==> src/rtl/canvas_port_arbiter.sv <==
// canvas_port_arbiter: shares the small_canvas a/d/we/spo port between the clear sweep,
// recognizer reads and mouse writes (priority in that order); the port itself is registered.
module canvas_port_arbiter #(
   parameter int ADDR_W = 10,
   parameter int DEPTH  = 1024
) (
   input  logic              clk,
   input  logic              rst,
   input  logic              m_req,
   input  logic [ADDR_W-1:0] m_addr,
   input  logic              m_data,
   output logic              m_gnt,
   input  logic              r_lock,
   input  logic              r_req,
   input  logic [ADDR_W-1:0] r_addr,
   output logic              r_gnt,
   output logic              r_valid,
   output logic              r_data,
   input  logic              clr_start,
   output logic              clr_busy,
   output logic              clr_done,
   output logic [ADDR_W-1:0] cv_a,
   output logic              cv_d,
   output logic              cv_we,
   input  logic              cv_spo
);
   typedef enum logic {IDLE, CLEAR} state_t;
   state_t            state;
   logic [ADDR_W:0]   cnt;
   logic              pend, rd_pend, idle, clear_go;
   assign idle     = ~rst & (state == IDLE);
   assign clear_go = idle & (clr_start | pend) & ~r_lock;
   assign r_gnt    = idle & r_req & ~clear_go;
   assign m_gnt    = idle & m_req & ~r_lock & ~r_req & ~clear_go;
   always_ff @(posedge clk) begin
      if (rst) begin
         state    <= IDLE;
         cnt      <= '0;
         pend     <= 1'b0;
         rd_pend  <= 1'b0;
         r_valid  <= 1'b0;
         r_data   <= 1'b0;
         clr_busy <= 1'b0;
         clr_done <= 1'b0;
         cv_a     <= '0;
         cv_d     <= 1'b0;
         cv_we    <= 1'b0;
      end else begin
         // read data is sampled while cv_a still holds the granted address
         rd_pend  <= r_gnt;
         r_valid  <= rd_pend;
         if (rd_pend) r_data <= cv_spo;
         clr_done <= 1'b0;
         cv_we    <= 1'b0;
         if (state == CLEAR) begin
            cv_a  <= cnt[ADDR_W-1:0];
            cv_d  <= 1'b0;
            cv_we <= 1'b1;
            cnt   <= cnt + 1'b1;
            if (cnt == (ADDR_W+1)'(DEPTH-1)) begin
               state    <= IDLE;
               clr_done <= 1'b1;
               clr_busy <= pend;
            end
         end else if (clear_go) begin
            state    <= CLEAR;
            cnt      <= '0;
            pend     <= 1'b0;
            clr_busy <= 1'b1;
         end else begin
            pend     <= pend | (clr_start & r_lock);
            clr_busy <= pend | (clr_start & r_lock);
            if (r_gnt) cv_a <= r_addr;
            else if (m_gnt) begin
               cv_a  <= m_addr;
               cv_d  <= m_data;
               cv_we <= 1'b1;
            end
         end
      end
   end
endmodule

==> config.mk <==
export PLATFORM = sky130hd
export DESIGN_NAME = canvas_port_arbiter
export DESIGN_NICKNAME = d
export VERILOG_FILES = /design/src/rtl/canvas_port_arbiter.sv
export SDC_FILE = /design/constraint.sdc
export NUM_CORES = 1
export LEC_CHECK = 0
export BUFFER_PORTS_ARGS = -buffer_cell sky130_fd_sc_hd__buf_2
export CAP_MARGIN = 20
export CORE_ASPECT_RATIO = 0.7
export CORE_MARGIN = 3
export CORE_UTILIZATION = 40
export DETAILED_ROUTE_END_ITERATION = 8
export GPL_ROUTABILITY_DRIVEN = 0
export PLACE_DENSITY = 0.76
export SLEW_MARGIN = 10
export SYNTH_ARGS = -nofsm -noshare
export SYNTH_HDL_FRONTEND = slang
export SYNTH_SLANG_ARGS = --single-unit
==> constraint.sdc <==
create_clock -name clk -period 3.3 [get_ports clk]
set_input_delay 0.165 -clock clk [delete_from_list [all_inputs] [get_ports clk]]
set_output_delay 0.165 -clock clk [all_outputs]
set_load 0.03 [all_outputs]
==> results.cfg <==
[synthesis]
synth-seq-area-share_pct = 41.2
synthDistinctLibCells = 41
synth-async-reset-ratio_pct = 0
synthCells = 166
synthXorXnorAreaFrac_pct = 1.80
yosys_warnings = 0
synth_compound_area_share_pct = 22.2
synthMuxAreaShare_pct = 3.69
synth-adder-area-share_pct = 0.858
yosys.area_share.simple_pct = 25.2
synth_area_per_cell_um2 = 8.79
synth_edf_count = 0
synth_top_family_by_area = simple AND/OR/NAND/NOR gates
syn_area_um2 = 1460
synth_fp_nets = 195
ys.flop_type = dfxtp_1
synth-seq-cells = 30

[cts]
cts_sinks = 30
cts_tree = yes
cts_made_buffers = 5
postCtsSetupBuffers = 0
clock_latency_ns = 0.28
post_cts_resized = 0
htreeDepth = 2
hold_buffers = 0
path_clk_slew_ns = 0.06
root_buffer = clkbuf_8
cts_buffer_depth = 2

[power_and_ir_drop]
power.share.combinational_pct = 15.5
power.internal_uw = 595
power.density_nw_per_um2 = 462
leakagePower_nw = 0.704
vdd_drop_max_v = 0.000311
p_sw_share_pct = 27.6
pwr-share-seq_pct = 47.9
p_switching_uw = 227
pwr-share-clk_pct = 36.6

[worst_setup_path]
regToRegEndpoint = clr_busy$_SDFFE_PP0P_
path_depth = 3
reg2reg_depth = 5
cp_top_family = compound AO/OA/AOI/OAI gates
slowest_delay_ns = 0.52
critPathArrivalTime_ns = 1.92
reg2reg_slack_ns = 1.57
critPathKind = register to output port
required_ns = 3.13
end_kind = output port
crit_path_top_delay_cell = o21bai_4
r2r_start = cnt[0]$_SDFFE_PP0P_
cp_cell_sequence = o21bai_4 > and4_1 > buf_2
worstPathMaxFanout = 26
crit_path_start_kind = register
critPathBufInv = 1

[routing]
wirelength_um = 3510
drcViolationCount = 0
drt-initial-drc-count = 102
wl_per_cell_um = 13.7
antenna_left = 0
via_count = 1400
drtPass1Iterations = 4
routed_via_density = 5.49

[min_path]
hold_path.class = primary input to register
min_to = cv_a[8]$_SDFFE_PP0P_
worstHoldStart = r_addr[8]
whs_path_depth = 2

[cells_and_area]
fin_area_um2 = 1780
nNetsFinal = 236
utilization_pct = 53.6
synthToLayoutAreaGrowth_pct = 22.0
num_antenna_cells = 0
drive_gt1_share_pct = 30.8

[sta]
setup_tns_ns = 0
slew_viol_final = 0
fmax_mhz = 480
rsz0062_at_grt = no
tightest_slew_ns = 0.654
period_share_pct = 63.2
holdWs_ns = 0.112
skew_ns = 0.00372
relSlewSlack_pct = 56.2
setup_viol = 0
finalHoldViolations = 0
fin_crit_ns = 2.08

[floorplan]
fp.dieArea_um2 = 4420
die_h_um = 56.5
core_area_um2 = 3320
rows = 17
die_w_um = 78.2
io_pins = 46
start_util_pct = 44.0

[run_status]
status = complete, no violations

[placement]
post_dp_cell_area_um2 = 1690
port_buffers = 45
dp_hpwl_um = 2500

[global_route]
grt-ovfl-total = 0
gr-usage-all-layers_pct = 17.4
antenna_found_initial = 0
grt_max_degree = 32
grt_pass1_wl_um = 6110
grt_pass1_vias = 1273

[job]
maxCapViolCount = 0
cells in the mapped netlist, drive strengths merged (5+ instances only):
library cell | number | area share, %
nand2 | 16 | 4.3
nor3 | 12 | 4.5
buf | 5 | 1.8
dfxtp | 30 | 41
clkbuf | 7 | 2.5
nor2 | 5 | 1.3
o21ai | 6 | 2.1
a221o | 9 | 6.2
nand4 | 10 | 4.3
a21oi | 19 | 6.5
nand3 | 9 | 3.4
per-layer routing:
metal,wire (um),up-vias,global-route usage [%]
li1,-,705,-
met3,256,2,5.29
met1,1790,647,25.1
met4,12,0,5.24
met5,0,-,0
met2,1450,46,24.9
worst max path at each step:
stage | slack [ns] | startpoint | end
3_3_place_gp | 1.57 | pend$_SDFFE_PP0N_ | r_gnt
3_5_place_dp | 1.52 | pend$_SDFFE_PP0N_ | r_gnt
5_1_grt | 1.06 | pend$_SDFFE_PP0N_ | r_gnt
2_1_floorplan | 1.64 | pend$_SDFFE_PP0N_ | m_gnt
4_1_cts | 1.20 | pend$_SDFFE_PP0N_ | r_gnt
6_report | 1.22 | pend$_SDFFE_PP0N_ | r_gnt
power groups by stage:
| stage | registers (mW) | logic [mW] | clock network [mW] |
|---|---|---|---|
| after floorplan | 0.425 | 0.0620 | 0 |
| after global placement | 0.400 | 0.127 | 0 |
| after detailed placement | 0.401 | 0.127 | 0 |
| after CTS | 0.393 | 0.128 | 0.308 |
| after global routing | 0.396 | 0.141 | 0.323 |
| final | 0.393 | 0.128 | 0.301 |
final cells by class:
cell class / instances / area, um2
clock buffers: 7 / 86.3
clock inverters: 1 / 5.00
inverters: 3 / 11.3
multi-input cells: 121 / 785
repair buffers: 46 / 233
flip-flops and latches: 30 / 601
well taps: 47 / 58.8
fillers: 314 / 1540
cell usage in the layout (no fill, tap or decap), types with 2 or more instances in the layout:
| cell | count |
|---|---|
| xor2_1 | 3 |
| nor3_1 | 11 |
| mux2i_1 | 2 |
| buf_2 | 45 |
| dfxtp_1 | 30 |
| a221o_1 | 9 |
| nand3_1 | 8 |
| a21oi_1 | 19 |
| o21ai_0 | 6 |
| nor2_1 | 5 |
| mux2_2 | 3 |
| inv_1 | 3 |
| nor2b_1 | 3 |
| a211oi_1 | 3 |
| clkbuf_8 | 6 |
| nand2_1 | 15 |
| nand4_1 | 10 |
| and4_1 | 2 |
| o21a_1 | 3 |
registers in the layout (all words and copies together) (netlist names):
name,count
cv_d,1
clr_busy,1
cnt,11
rd_pend,1
state,1
r_valid,1
clr_done,1
pend,1
cv_a,10
r_data,1
cv_we,1
metrics by stage:
stage          total power [mW]  setup WS [ns]  instances
2_1_floorplan             0.487           1.64        166
3_3_place_gp              0.528           1.57        247
3_5_place_dp              0.528           1.52        247
4_1_cts                   0.829           1.20        255
5_1_grt                   0.859           1.06        255
6_report                  0.821           1.22        255
logic make-up (layout without fill, tap and decap cells):
kind of cell,after synthesis,in the layout
xor+xnor,3,3
mux,5,5
buf+inv,15,57
flops,30,30
simple gates,66,66
compound gates,46,46
fa+ha+maj,1,1
worst register-to-register path: stages, from the launching register on:
cell and delay (ns):
dfxtp_1 0.39, ha_1 0.30, nand3_2 0.10, or2_2 0.32, o32a_1 0.30, o221a_1 0.22
Power figures use the tool's default switching activity.
